**config.mk**
```make
export PLATFORM = sky130hd
export DESIGN_NAME = hilo_muldiv_ctrl_flat
export DESIGN_NICKNAME = d
export VERILOG_FILES = /design/src/rtl/hilo_muldiv_ctrl_pkg.sv /design/src/rtl/hilo_muldiv_ctrl_if.sv /design/src/rtl/hilo_muldiv_ctrl_step.sv /design/src/rtl/hilo_muldiv_ctrl.sv /design/src/flat_wrapper.sv
export SDC_FILE = /design/constraint.sdc
export NUM_CORES = 1
export LEC_CHECK = 0
export ABC_AREA = 0
export CAP_MARGIN = 15
export CORE_UTILIZATION = 25
export DETAILED_ROUTE_END_ITERATION = 16
export GPL_TIMING_DRIVEN = 1
export HOLD_SLACK_MARGIN = 0.12
export PLACE_DENSITY = 0.38
export SLEW_MARGIN = 10
export SYNTH_ARGS = -nofsm -noshare
export SYNTH_HDL_FRONTEND = slang
export SYNTH_HIERARCHICAL = 1
export SYNTH_SLANG_ARGS = --single-unit
export TNS_END_PERCENT = 30
```
**constraint.sdc**
```tcl
create_clock -name Clk -period 4.1 [get_ports Clk]
set_input_delay 0.82 -clock Clk [delete_from_list [all_inputs] [get_ports Clk]]
set_output_delay 0.82 -clock Clk [all_outputs]
set_load 0.01 [all_outputs]
```
**src/rtl/hilo_muldiv_ctrl_pkg.sv**
```systemverilog
`default_nettype none
// ============================================================================
// Module  : hilo_muldiv_ctrl_pkg
// Purpose : Shared definitions for the HI/LO multiply/divide sequencer:
//           operation encodings, controller states, iteration constants
//           and small operation-decode helpers.
// Ports   : none (package)
// Revision: 1.0 - initial release
// ============================================================================
package hilo_muldiv_ctrl_pkg;

  localparam int DEF_DATA_WIDTH = 32;
  localparam int ITER_LAST      = DEF_DATA_WIDTH - 1;

  // Operation encodings as presented by the EX stage on Op[1:0]
  typedef enum logic [1:0] {
    OP_MULT  = 2'b00,
    OP_MULTU = 2'b01,
    OP_DIV   = 2'b10,
    OP_DIVU  = 2'b11
  } op_e;

  // Controller states
  typedef enum logic [1:0] {
    S_IDLE = 2'd0,
    S_RUN  = 2'd1,
    S_FIX  = 2'd2
  } state_e;

  function automatic logic op_is_div(input op_e op);
    return (op == OP_DIV) || (op == OP_DIVU);
  endfunction

  function automatic logic op_is_signed(input op_e op);
    return (op == OP_MULT) || (op == OP_DIV);
  endfunction

endpackage
`default_nettype wire

```
**src/rtl/hilo_muldiv_ctrl_if.sv**
```systemverilog
`default_nettype none
// ============================================================================
// Module  : hilo_muldiv_ctrl_if
// Purpose : Pipeline-side bundle of the HI/LO multiply/divide resource.
// Ports   : master (EX stage): drives Start/Op/A/B, ReadHiLo, WriteHi,
//           WriteLo, WriteData; receives HI/LO, Busy, Stall, Done,
//           DivByZero.
//           slave (hilo_muldiv_ctrl): the reverse directions.
// Revision: 1.0 - initial release
// ============================================================================
interface hilo_muldiv_ctrl_if #(
  parameter int DATA_WIDTH = 32
);

  logic                  Start;
  logic [1:0]            Op;
  logic [DATA_WIDTH-1:0] A;
  logic [DATA_WIDTH-1:0] B;
  logic                  ReadHiLo;
  logic                  WriteHi;
  logic                  WriteLo;
  logic [DATA_WIDTH-1:0] WriteData;
  logic [DATA_WIDTH-1:0] HI;
  logic [DATA_WIDTH-1:0] LO;
  logic                  Busy;
  logic                  Stall;
  logic                  Done;
  logic                  DivByZero;

  modport master (
    output Start, Op, A, B, ReadHiLo, WriteHi, WriteLo, WriteData,
    input  HI, LO, Busy, Stall, Done, DivByZero
  );

  modport slave (
    input  Start, Op, A, B, ReadHiLo, WriteHi, WriteLo, WriteData,
    output HI, LO, Busy, Stall, Done, DivByZero
  );

endinterface
`default_nettype wire

```
**src/rtl/hilo_muldiv_ctrl_step.sv**
```systemverilog
`default_nettype none
// ============================================================================
// Module  : hilo_muldiv_ctrl_step
// Purpose : Combinational single-iteration datapath shared by the multiply
//           and divide sequences.
//           Multiply: {acc, mq} holds the growing product; mq[0] selects
//           whether the operand is added before the pair shifts right.
//           Divide  : {acc, mq} holds remainder/dividend; the pair shifts
//           left, the operand is trial-subtracted from the 33-bit partial
//           remainder and the quotient bit enters mq[0].
// Ports   : acc_i/mq_i   current accumulator/remainder and shift register
//           opnd_i       multiplicand or divisor magnitude
//           is_div_i     1 = restoring divide step, 0 = shift-add step
//           acc_o/mq_o   values after the step
// Revision: 1.0 - initial release
// ============================================================================
module hilo_muldiv_ctrl_step #(
  parameter int DATA_WIDTH = 32
) (
  input  logic [DATA_WIDTH-1:0] acc_i,
  input  logic [DATA_WIDTH-1:0] mq_i,
  input  logic [DATA_WIDTH-1:0] opnd_i,
  input  logic                  is_div_i,
  output logic [DATA_WIDTH-1:0] acc_o,
  output logic [DATA_WIDTH-1:0] mq_o
);

  logic [DATA_WIDTH:0] sum;
  logic [DATA_WIDTH:0] rem_sh;
  logic                ge;

  always_comb begin
    // Carry out of the add lands in the MSB and is shifted straight back in.
    sum    = {1'b0, acc_i} + (mq_i[0] ? {1'b0, opnd_i} : '0);
    // The partial remainder is one bit wider than the divisor, so the
    // shifted value never overflows before the compare.
    rem_sh = {acc_i, mq_i[DATA_WIDTH-1]};
    ge     = (rem_sh >= {1'b0, opnd_i});

    if (is_div_i) begin
      acc_o = ge ? DATA_WIDTH'(rem_sh - {1'b0, opnd_i}) : rem_sh[DATA_WIDTH-1:0];
      mq_o  = {mq_i[DATA_WIDTH-2:0], ge};
    end else begin
      acc_o = sum[DATA_WIDTH:1];
      mq_o  = {sum[0], mq_i[DATA_WIDTH-1:1]};
    end
  end

endmodule
`default_nettype wire

```
**src/rtl/hilo_muldiv_ctrl.sv**
```systemverilog
`default_nettype none
// ============================================================================
// Module  : hilo_muldiv_ctrl
// Purpose : Sequencer for the HI/LO multiply/divide resource of the MIPS
//           pipeline. Runs MULT/MULTU/DIV/DIVU as a fixed 33-cycle sequence
//           (32 iteration steps plus one sign-fix cycle), owns HI and LO,
//           performs MTHI/MTLO writes and requests pipeline stalls while a
//           result is pending.
// Ports   : Clk    core clock, rising edge
//           Reset  asynchronous, active-low reset
//           bus    hilo_muldiv_ctrl_if.slave
//                  in : Start, Op, A, B, ReadHiLo, WriteHi, WriteLo,
//                       WriteData
//                  out: HI, LO, Busy, Stall (combinational), Done,
//                       DivByZero
// Revision: 1.0 - initial release
// ============================================================================
module hilo_muldiv_ctrl
  import hilo_muldiv_ctrl_pkg::*;
#(
  parameter int DATA_WIDTH = DEF_DATA_WIDTH
) (
  input  logic              Clk,
  input  logic              Reset,
  hilo_muldiv_ctrl_if.slave bus
);

  localparam int                    CW       = $clog2(DATA_WIDTH);
  localparam logic [CW-1:0]         CNT_LAST = CW'(DATA_WIDTH - 1);
  localparam logic [DATA_WIDTH-1:0] ALL_ONES = '1;

  // ---------------------------------------------------------------- state
  state_e                state_q,   state_d;
  op_e                   op_q,      op_d;
  logic [CW-1:0]         cnt_q,     cnt_d;
  logic [DATA_WIDTH-1:0] acc_q,     acc_d;
  logic [DATA_WIDTH-1:0] mq_q,      mq_d;
  logic [DATA_WIDTH-1:0] opnd_q,    opnd_d;
  logic                  neg_res_q, neg_res_d;   // product / quotient sign
  logic                  neg_rem_q, neg_rem_d;   // dividend sign
  logic                  div0_q,    div0_d;      // divide with B == 0
  logic [DATA_WIDTH-1:0] hi_q,      hi_d;
  logic [DATA_WIDTH-1:0] lo_q,      lo_d;
  logic                  busy_q,    busy_d;
  logic                  done_q,    done_d;
  logic                  dbz_q,     dbz_d;

  // ------------------------------------------------------ operand decode
  op_e                   start_op;
  logic                  start_signed;
  logic                  a_neg;
  logic                  b_neg;
  logic [DATA_WIDTH-1:0] a_mag;
  logic [DATA_WIDTH-1:0] b_mag;

  always_comb begin
    start_op     = op_e'(bus.Op);
    start_signed = op_is_signed(start_op);
    a_neg        = start_signed & bus.A[DATA_WIDTH-1];
    b_neg        = start_signed & bus.B[DATA_WIDTH-1];
    // Negating the most negative value yields the same bit pattern, which
    // is exactly its unsigned magnitude.
    a_mag        = a_neg ? -bus.A : bus.A;
    b_mag        = b_neg ? -bus.B : bus.B;
  end

  // ------------------------------------------------------ iteration step
  logic                  step_is_div;
  logic [DATA_WIDTH-1:0] step_acc;
  logic [DATA_WIDTH-1:0] step_mq;

  assign step_is_div = op_is_div(op_q);

  hilo_muldiv_ctrl_step #(
    .DATA_WIDTH (DATA_WIDTH)
  ) u_step (
    .acc_i    (acc_q),
    .mq_i     (mq_q),
    .opnd_i   (opnd_q),
    .is_div_i (step_is_div),
    .acc_o    (step_acc),
    .mq_o     (step_mq)
  );

  // ------------------------------------------------------ sign correction
  logic [2*DATA_WIDTH-1:0] prod_mag;
  logic [2*DATA_WIDTH-1:0] prod_fix;
  logic [DATA_WIDTH-1:0]   quot_fix;
  logic [DATA_WIDTH-1:0]   rem_fix;

  always_comb begin
    prod_mag = {acc_q, mq_q};
    prod_fix = neg_res_q ? -prod_mag : prod_mag;
    // Divide by zero leaves an all-ones quotient regardless of signs; the
    // remainder then equals |A| and regains A's sign, which reproduces A.
    quot_fix = div0_q ? ALL_ONES : (neg_res_q ? -mq_q : mq_q);
    rem_fix  = neg_rem_q ? -acc_q : acc_q;
  end

  // ------------------------------------------------------ next-state logic
  always_comb begin
    state_d   = state_q;
    op_d      = op_q;
    cnt_d     = cnt_q;
    acc_d     = acc_q;
    mq_d      = mq_q;
    opnd_d    = opnd_q;
    neg_res_d = neg_res_q;
    neg_rem_d = neg_rem_q;
    div0_d    = div0_q;
    hi_d      = hi_q;
    lo_d      = lo_q;
    busy_d    = busy_q;
    done_d    = 1'b0;
    dbz_d     = 1'b0;

    case (state_q)
      S_IDLE: begin
        if (bus.Start) begin
          // Start wins over a same-cycle MTHI/MTLO; the write is dropped.
          op_d      = start_op;
          acc_d     = '0;
          mq_d      = a_mag;
          opnd_d    = b_mag;
          neg_res_d = a_neg ^ b_neg;
          neg_rem_d = a_neg;
          div0_d    = op_is_div(start_op) && (bus.B == '0);
          cnt_d     = CNT_LAST;
          busy_d    = 1'b1;
          state_d   = S_RUN;
        end else begin
          if (bus.WriteHi) hi_d = bus.WriteData;
          if (bus.WriteLo) lo_d = bus.WriteData;
        end
      end

      S_RUN: begin
        acc_d = step_acc;
        mq_d  = step_mq;
        if (cnt_q == '0) begin
          state_d = S_FIX;
        end else begin
          cnt_d = cnt_q - 1'b1;
        end
      end

      S_FIX: begin
        if (op_is_div(op_q)) begin
          lo_d = quot_fix;
          hi_d = rem_fix;
        end else begin
          hi_d = prod_fix[2*DATA_WIDTH-1:DATA_WIDTH];
          lo_d = prod_fix[DATA_WIDTH-1:0];
        end
        done_d  = 1'b1;
        dbz_d   = div0_q;
        busy_d  = 1'b0;
        state_d = S_IDLE;
      end

      default: begin
        busy_d  = 1'b0;
        state_d = S_IDLE;
      end
    endcase
  end

  // ------------------------------------------------------ registers
  always_ff @(posedge Clk or negedge Reset) begin
    if (!Reset) begin
      state_q   <= S_IDLE;
      op_q      <= OP_MULT;
      cnt_q     <= '0;
      acc_q     <= '0;
      mq_q      <= '0;
      opnd_q    <= '0;
      neg_res_q <= 1'b0;
      neg_rem_q <= 1'b0;
      div0_q    <= 1'b0;
      hi_q      <= '0;
      lo_q      <= '0;
      busy_q    <= 1'b0;
      done_q    <= 1'b0;
      dbz_q     <= 1'b0;
    end else begin
      state_q   <= state_d;
      op_q      <= op_d;
      cnt_q     <= cnt_d;
      acc_q     <= acc_d;
      mq_q      <= mq_d;
      opnd_q    <= opnd_d;
      neg_res_q <= neg_res_d;
      neg_rem_q <= neg_rem_d;
      div0_q    <= div0_d;
      hi_q      <= hi_d;
      lo_q      <= lo_d;
      busy_q    <= busy_d;
      done_q    <= done_d;
      dbz_q     <= dbz_d;
    end
  end

  // ------------------------------------------------------ outputs
  assign bus.HI        = hi_q;
  assign bus.LO        = lo_q;
  assign bus.Busy      = busy_q;
  assign bus.Done      = done_q;
  assign bus.DivByZero = dbz_q;
  // Any instruction touching the resource is frozen in EX until the first
  // IDLE cycle, where it is then acted on.
  assign bus.Stall     = busy_q & (bus.Start | bus.ReadHiLo | bus.WriteHi | bus.WriteLo);

endmodule
`default_nettype wire

```
**src/flat_wrapper.sv**
```systemverilog
// flat-port wrapper written by rule: the top's interface ports become plain ports
module hilo_muldiv_ctrl_flat import hilo_muldiv_ctrl_pkg::*;
#(
  parameter int DATA_WIDTH = DEF_DATA_WIDTH
)
  (Clk, Reset, bus_Start, bus_Op, bus_A, bus_B, bus_ReadHiLo, bus_WriteHi, bus_WriteLo, bus_WriteData, bus_HI, bus_LO, bus_Busy, bus_Stall, bus_Done, bus_DivByZero);
  hilo_muldiv_ctrl_if #(.DATA_WIDTH(DATA_WIDTH)) bus_i ();
  input  logic Clk;
  input  logic Reset;
  input wire logic [$bits(bus_i.Start)-1:0] bus_Start;
  input wire logic [$bits(bus_i.Op)-1:0] bus_Op;
  input wire logic [$bits(bus_i.A)-1:0] bus_A;
  input wire logic [$bits(bus_i.B)-1:0] bus_B;
  input wire logic [$bits(bus_i.ReadHiLo)-1:0] bus_ReadHiLo;
  input wire logic [$bits(bus_i.WriteHi)-1:0] bus_WriteHi;
  input wire logic [$bits(bus_i.WriteLo)-1:0] bus_WriteLo;
  input wire logic [$bits(bus_i.WriteData)-1:0] bus_WriteData;
  output wire logic [$bits(bus_i.HI)-1:0] bus_HI;
  output wire logic [$bits(bus_i.LO)-1:0] bus_LO;
  output wire logic [$bits(bus_i.Busy)-1:0] bus_Busy;
  output wire logic [$bits(bus_i.Stall)-1:0] bus_Stall;
  output wire logic [$bits(bus_i.Done)-1:0] bus_Done;
  output wire logic [$bits(bus_i.DivByZero)-1:0] bus_DivByZero;
  assign bus_i.Start = bus_Start;
  assign bus_i.Op = bus_Op;
  assign bus_i.A = bus_A;
  assign bus_i.B = bus_B;
  assign bus_i.ReadHiLo = bus_ReadHiLo;
  assign bus_i.WriteHi = bus_WriteHi;
  assign bus_i.WriteLo = bus_WriteLo;
  assign bus_i.WriteData = bus_WriteData;
  assign bus_HI = bus_i.HI;
  assign bus_LO = bus_i.LO;
  assign bus_Busy = bus_i.Busy;
  assign bus_Stall = bus_i.Stall;
  assign bus_Done = bus_i.Done;
  assign bus_DivByZero = bus_i.DivByZero;
  hilo_muldiv_ctrl #(.DATA_WIDTH(DATA_WIDTH)) u_core (.Clk(Clk), .Reset(Reset), .bus(bus_i));
endmodule
```
== Word-level counts from Yosys, hierarchy flattened ==
Cells that the tools add are included.

* Input port bits: 104
* Memories kept: 0
* Memory bits (read-only): 0
* Bits in latches: 0
* Bits in registers: 175
* Word-level logic and storage cells: 92
* Output and inout bits: 68
* Bits in writable memories: 0

* Multipliers: 0
* Divide/modulo/power cells: 0
* Bitwise operators: 8
* Shift operators: 0
* Order comparisons: 1
* $add $sub $neg: 8
* Eq/ne operators: 12
* Multiplexer cells: 32
* Reductions and logical operators: 17

{| class="wikitable"
|+ Operator list
! operator !! count
|-
| $mux W32 || 17
|-
| $pmux W32 S2 || 4
|-
| $neg A32 Y32 || 4
|-
| $mux W64 || 1
|-
| $neg A64 Y64 || 1
|-
| $add A32 B32 Y33 || 1
|-
| $ge A33 B32 Y1 || 1
|-
| $logic_not A32 Y1 || 1
|-
| $sub A32 B32 Y32 || 1
|-
| $eq A2 B2 Y1 const B || 5
|-
| $mux W5 || 2
|-
| $ne A2 B2 Y1 const B || 5
|-
| $pmux W5 S2 || 1
|-
| $reduce_and A3 Y1 || 3
|-
| $reduce_and A2 Y1 || 4
|-
| $logic_not A5 Y1 || 1
|-
| $sub A5 B1 Y5 const B || 1
|-
| $logic_not A2 Y1 || 2
|-
| $mux W2 || 2
|-
| $pmux W2 S2 || 1
|-
| $reduce_bool A2 Y1 || 2
|-
| $and A1 B1 Y1 || 3
|-
| $logic_or A1 B1 Y1 || 3
|-
| $mux W1 || 3
|-
| 7 further kinds || 9
|}

== Longest topological paths before layout ==
* Word-level depth: 6
* Depth in mapped cells: 15
* Mapped depth without buffers: 15

== Modules after synthesis ==
Netlist, hierarchy kept.

{| class="wikitable"
|+ Modules (own cells, without submodules)
! module !! area each (um^2) !! cells an instance !! sequential area each (um^2) !! times used
|-
| hilo_muldiv_ctrl || 10,348.7 || 1,199 || 4,354.2 || 1
|-
| hilo_muldiv_ctrl_step || 4,698.3 || 671 || 0.0 || 1
|}

== Worst setup path after synthesis ==
No wires, ideal clock.

* Kind: flip-flop to flip-flop
* Start point: reg u_core.mq_q[0]
* End point: reg u_core.acc_q[27]
* Slack: 0.590 ns
* Arrival: 3.377 ns
* Buffers on the path: 1
* Library setup time: 0.133 ns
* Clock period less this slack: 3.510 ns
* Cell stages (with the launch flop): 16
* Data required time: 3.967 ns
* Cells stage by stage: dfrtp_1 > clkbuf_1 > and2_1 > ha_1 > fa_1 > a21o_1 > a211oi_2 > and4bb_1 > o211ai_2 > a211oi_2 > o211ai_2 > or4b_1 > and4_1 > a221o_1 > nand2_1 > o21ai_0

* Cells in the longest elaborated chain, start to end: 4

{| class="wikitable"
|+ Ends and longest elaborated chain
! what !! line !! source
|-
| from (decl) || hilo_muldiv_ctrl.sv:37 || <nowiki>logic [DATA_WIDTH-1:0] mq_q, mq_d;</nowiki>
|-
| from (signal assigned) || hilo_muldiv_ctrl.sv:190 || <nowiki>mq_q <= mq_d;</nowiki>
|-
| $mux W32 || hilo_muldiv_ctrl_step.sv:34 || <nowiki>sum = {1'b0, acc_i} + (mq_i[0] ? {1'b0, opnd_i} : '0);</nowiki>
|-
| $add A32 B32 Y33 || hilo_muldiv_ctrl_step.sv:34 ||
|-
| $mux W32 || hilo_muldiv_ctrl_step.sv:40 || <nowiki>if (is_div_i) begin</nowiki>
|-
| net u_core.step_acc[27] || hilo_muldiv_ctrl.sv:69 || <nowiki>logic [DATA_WIDTH-1:0] step_acc;</nowiki>
|-
| $pmux W32 S2 || hilo_muldiv_ctrl.sv:117 || <nowiki>case (state_q)</nowiki>
|-
| to (signal assigned) || hilo_muldiv_ctrl.sv:174 || <nowiki>acc_q <= '0;</nowiki>
|-
| to (signal assigned) || hilo_muldiv_ctrl.sv:189 || <nowiki>acc_q <= acc_d;</nowiki>
|-
| to (decl) || hilo_muldiv_ctrl.sv:36 || <nowiki>logic [DATA_WIDTH-1:0] acc_q, acc_d;</nowiki>
|}

The timed path passes the listed nets, and every way through them passes these cells.
A chain may end at the register's enable or synchronous reset.

== Worst setup path after layout ==
* Start point: reg u_core.opnd_q[30]
* End point: reg u_core.acc_q[28]

* Cells in the longest elaborated chain, start to end: 4

{| class="wikitable"
|+ Ends and longest elaborated chain
! what !! line !! source
|-
| from (decl) || hilo_muldiv_ctrl.sv:38 || <nowiki>logic [DATA_WIDTH-1:0] opnd_q, opnd_d;</nowiki>
|-
| from (signal assigned) || hilo_muldiv_ctrl.sv:191 || <nowiki>opnd_q <= opnd_d;</nowiki>
|-
| $ge A33 B32 Y1 || hilo_muldiv_ctrl_step.sv:38 || <nowiki>ge = (rem_sh >= {1'b0, opnd_i});</nowiki>
|-
| $mux W32 || hilo_muldiv_ctrl_step.sv:41 || <nowiki>acc_o = ge ? DATA_WIDTH'(rem_sh - {1'b0, opnd_i}) : rem_sh[DATA_WIDTH-1:0];</nowiki>
|-
| $mux W32 || hilo_muldiv_ctrl_step.sv:40 ||
|-
| net u_core.step_acc[28] || hilo_muldiv_ctrl.sv:69 ||
|-
| $pmux W32 S2 || hilo_muldiv_ctrl.sv:117 ||
|}

The timed path passes the listed nets, and every way through them passes these cells.

==> reports/results.txt <==
For the via count of the first global-routing pass, the log shows 14.5k. For the pin with the worst max-slew slack, the measured transition is 0.872 ns. For the max-slew violation count, the log shows 0. The period utilization is 0.936, and the detailed-route vias per instance is 5.17. STA classifies the critical path endpoint as a flip-flop.

The synthesized netlist cell count is 1870, and the post-cts gate resize count is 0. The largest fanout of any net on the critical path was 7; the sequential element share of the synthesized area was 0.289. The CTS buffer count was 17; the core area was 0.0592 sq mm.

Number of setup violations in the final report: 0. After synthesis the cells add up to 0.0150 sq mm. For this run, the leading register cell type out of synthesis is sky130_fd_sc_hd__dfrtp_1. The tools report the clock sink count as 174.

The max capacitance violation total is 0. The share of cells above drive strength 1 is 0.105. 172 I/O pins were placed. The run gives 30700 um as the wire length on met1. Setup repair after global routing left no endpoint under its margin. The initial core utilization was 0.254; the post-synthesis sequential element count was 174.

For the fmax, the log shows 261 MHz. The worst setup path is launched from a flip-flop. The final layout contains 2233 nets. The floorplan step defined a die boundary enclosing 0.0612 sq mm. Before antenna repair, the detailed router went through 5 iterations. The fraction of registers with async set or reset after synthesis is 1.00. The arrival time at the worst endpoint is 4.21 ns, and the worst clock skew on the final layout is 0.0198 ns. Final number of hold-violating endpoints: 0.

The number of setup buffers added after CTS is 0. Hold timing on the final database bottoms out at a slack of 0.409 ns. The number of levels in the clock H-tree is 4. The logs give 0.0181 sq mm for the placed standard-cell area and 89 for the standard-cell row count. The run gives 0 as the post-route antenna net violation count. The highest layer touched by signal routing is met4. The overall routed net length came out at 63900 um.

For the count of synthesis-stage warnings from yosys, the log shows 6. The wire-length estimate of the detail-placed layout is 50400 um. For the worst-skew pair, the clock arrives at the later sink with an insertion delay of 0.51 ns. Dividing total power by cell area gives a power density of 941 mW/mm^2. The number of antenna diodes in the final layout is 0. After detailed routing, the number of remaining DRC violations is 0. The post-route minimum period came out at 3.84 ns. For the initial antenna violation count, the log shows 0. For this design the static power due to leakage is 0.00775 uW. Dividing the detail-routed wire length by the instance count gives 22.5 um. TritonCTS built the clock tree. The headroom to the max-slew limit was 0.419; the clock transition at the register clock pins on the worst setup and hold paths after CTS was 0.08 ns. The first global-routing pass estimated 95600 um of wire. After synthesis, the mean cell area works out to 8.05 sq um.

The die is 247 um tall. The run finished with clean final reports. After detailed routing, the met2 layer carries 30400 um of wire. Among all cell types in the netlist, the one instantiated most often is sky130_fd_sc_hd__nand2_1. The number of nets produced by synthesis was 2046. The total global routing track utilization is 0.211, and the count of flip-flops with a built-in enable after synthesis is 0. For the hold buffer count at cts, the log shows 0. The area share of the leading cell type in the synthesized netlist works out to 0.289. The placer's final routability congestion estimate came out at 0.867.

The largest total area in the synthesized netlist belongs to sky130_fd_sc_hd__dfrtp_1. The die is 247 um wide. Input and output buffers added on the ports amount to 171. The tools report the largest voltage drop on the vdd net as 0.434 mV. Summing all non-filler instances in the final layout gives an area of 0.0188 sq mm. By area the synthesized netlist is led by sky130_fd_sc_hd__dfrtp_1, sky130_fd_sc_hd__o21ai_0, sky130_fd_sc_hd__ha_1. For the final routed database, the setup TNS stands at 0 ns.

The tools report the met3 wire length as 1820 um. The root buffer selected by CTS was sky130_fd_sc_hd__clkbuf_16. The final standard cell utilization of the core is 0.317, and the largest net degree at the start of global routing is 96. In the synthesized netlist, the cells that appear most often are sky130_fd_sc_hd__nand2_1, sky130_fd_sc_hd__o21ai_0, sky130_fd_sc_hd__dfrtp_1, sky130_fd_sc_hd__a21oi_1, sky130_fd_sc_hd__nor2_1. The total overflow left after global routing is 0. The tools report the count of unique library cells instantiated by Yosys as 84. The worst min-delay path category was in2async. The worst setup path is of the reg2reg kind.

Number of vias after detailed routing: 14.7k. Relative to the synthesized area, the layout overhead comes to 24.6%. The first-iteration detailed-routing DRC count was 890; the data required time of the critical path was 4.47 ns. The worst-case clock buffer depth is 2.
==> path summary, 6_finish.rpt <==
check	cells past startpoint	slack, ns	start	end
setup / recovery	13	0.26	u_core/opnd_q[30]	u_core/acc_q[28]
hold / removal	1	0.41	Reset	u_core/mq_q[20]
setup reg to reg	13	0.26	u_core/opnd_q[30]	u_core/acc_q[28]
hold reg to reg	2	0.48	u_core/bus.LO[1]	u_core/bus.LO[1]
max in group asynchronous	2	2.77	Reset	u_core/acc_q[22]
min in group Clk	2	0.48	u_core/bus.LO[1]	u_core/bus.LO[1]
==> through the flow <==
stage / instances / setup WS (ns) / power (uW)
4_1_cts: 2841 / 0.112 / 17700
3_3_place_gp: 2809 / 0.140 / 15900
2_1_floorplan: 1870 / 0.590 / 11100
5_1_grt: 2843 / 0.00543 / 19100
6_report: 2843 / 0.261 / 17700
3_5_place_dp: 2809 / 0.143 / 15900
==> cell type report <==
class                           count  area [sq um]
Clock buffer                       18           439
Clock inverter                     14           173
Fill cell                        6329         40500
Inverter                           70           263
Multi-Input combinational cell   1525         10100
Sequential cell                   174          4360
Tap cell                          773           967
Timing Repair Buffer              269          2500
==> per-layer routing <==
metal  vias to the layer above  GRT usage
met5                         -          0
met4                         0     0.0530
met3                        43     0.0280
met2                       262      0.345
met1                      7227      0.291
li1                       7180          -
==> critical path, stage by stage (launching register included) <==
cell and delay, ns:
sky130_fd_sc_hd__dfrtp_1 0.41, sky130_fd_sc_hd__inv_1 0.06, sky130_fd_sc_hd__ha_1 0.38, sky130_fd_sc_hd__nand4b_1 0.44, sky130_fd_sc_hd__nor3_1 0.37, sky130_fd_sc_hd__buf_4 0.18
sky130_fd_sc_hd__nand3_1 0.16, sky130_fd_sc_hd__o211a_1 0.30, sky130_fd_sc_hd__and2_2 0.26, sky130_fd_sc_hd__a2111oi_0 0.70, sky130_fd_sc_hd__buf_4 0.22, sky130_fd_sc_hd__o22ai_1 0.08
sky130_fd_sc_hd__nand2_1 0.07, sky130_fd_sc_hd__o21ai_0 0.09
==> state kept, by name, summed over array words and instances (netlist names) <==
register and count:
u_core/state_q 2, u_core/op_q 1, u_core/neg_rem_q 1, u_core/bus.Done 1
u_core/bus.HI 32, u_core/bus.DivByZero 1, u_core/bus.LO 32, u_core/opnd_q 32
u_core/mq_q 32, u_core/div0_q 1, u_core/acc_q 32, u_core/cnt_q 5
u_core/bus.Busy 1, u_core/neg_res_q 1
==> cell usage in the layout (no fill, tap or decap), types with 6 or more instances in the layout <==
| master | n |
|---|---|
| sky130_fd_sc_hd__a211oi_1 | 34 |
| sky130_fd_sc_hd__a21o_1 | 42 |
| sky130_fd_sc_hd__a21oi_1 | 138 |
| sky130_fd_sc_hd__a22o_1 | 9 |
| sky130_fd_sc_hd__a22oi_1 | 8 |
| sky130_fd_sc_hd__a31o_2 | 6 |
| sky130_fd_sc_hd__a31oi_1 | 24 |
| sky130_fd_sc_hd__and2_1 | 39 |
| sky130_fd_sc_hd__and3_1 | 13 |
| sky130_fd_sc_hd__buf_4 | 94 |
| sky130_fd_sc_hd__clkbuf_16 | 17 |
| sky130_fd_sc_hd__clkdlybuf4s50_1 | 170 |
| sky130_fd_sc_hd__dfrtp_1 | 173 |
| sky130_fd_sc_hd__ha_1 | 70 |
| sky130_fd_sc_hd__inv_1 | 69 |
| sky130_fd_sc_hd__mux2_2 | 40 |
| sky130_fd_sc_hd__mux2i_1 | 39 |
| sky130_fd_sc_hd__nand2_1 | 211 |
| sky130_fd_sc_hd__nand2b_1 | 20 |
| sky130_fd_sc_hd__nand3_1 | 23 |
| sky130_fd_sc_hd__nand4_1 | 18 |
| sky130_fd_sc_hd__nor2_1 | 104 |
| sky130_fd_sc_hd__nor2b_1 | 34 |
| sky130_fd_sc_hd__nor3_1 | 32 |
| sky130_fd_sc_hd__nor4_1 | 25 |
| sky130_fd_sc_hd__o211ai_1 | 6 |
| sky130_fd_sc_hd__o21a_1 | 11 |
| sky130_fd_sc_hd__o21ai_0 | 177 |
| sky130_fd_sc_hd__o21ai_1 | 21 |
| sky130_fd_sc_hd__o21bai_1 | 8 |
| sky130_fd_sc_hd__o22ai_1 | 31 |
| sky130_fd_sc_hd__o31ai_1 | 28 |
| sky130_fd_sc_hd__o41ai_1 | 16 |
| sky130_fd_sc_hd__or2_2 | 7 |
| sky130_fd_sc_hd__or3_1 | 34 |
| sky130_fd_sc_hd__or4_1 | 14 |
| sky130_fd_sc_hd__xnor2_1 | 83 |
| sky130_fd_sc_hd__xor2_1 | 66 |
==> cells by family after synthesis <==
logic type | count (synthesis) | synth area share
muxes | 79 | 0.0559
adders and majority gates | 72 | 0.0609
buffers and inverters | 171 | 0.0447
xor gates and xnor gates | 149 | 0.0867
and+or+nand+nor | 615 | 0.207
DFF | 174 | 0.289
AOI/OAI and AO/OA | 610 | 0.255
==> power by group <==
group / total, uW / internal (uW) / switching (uW)
logic: 12400 / 5300 / 7100
registers: 3470 / 2540 / 927
clock network: 1780 / 887 / 893
Power figures use the tool's default switching activity.
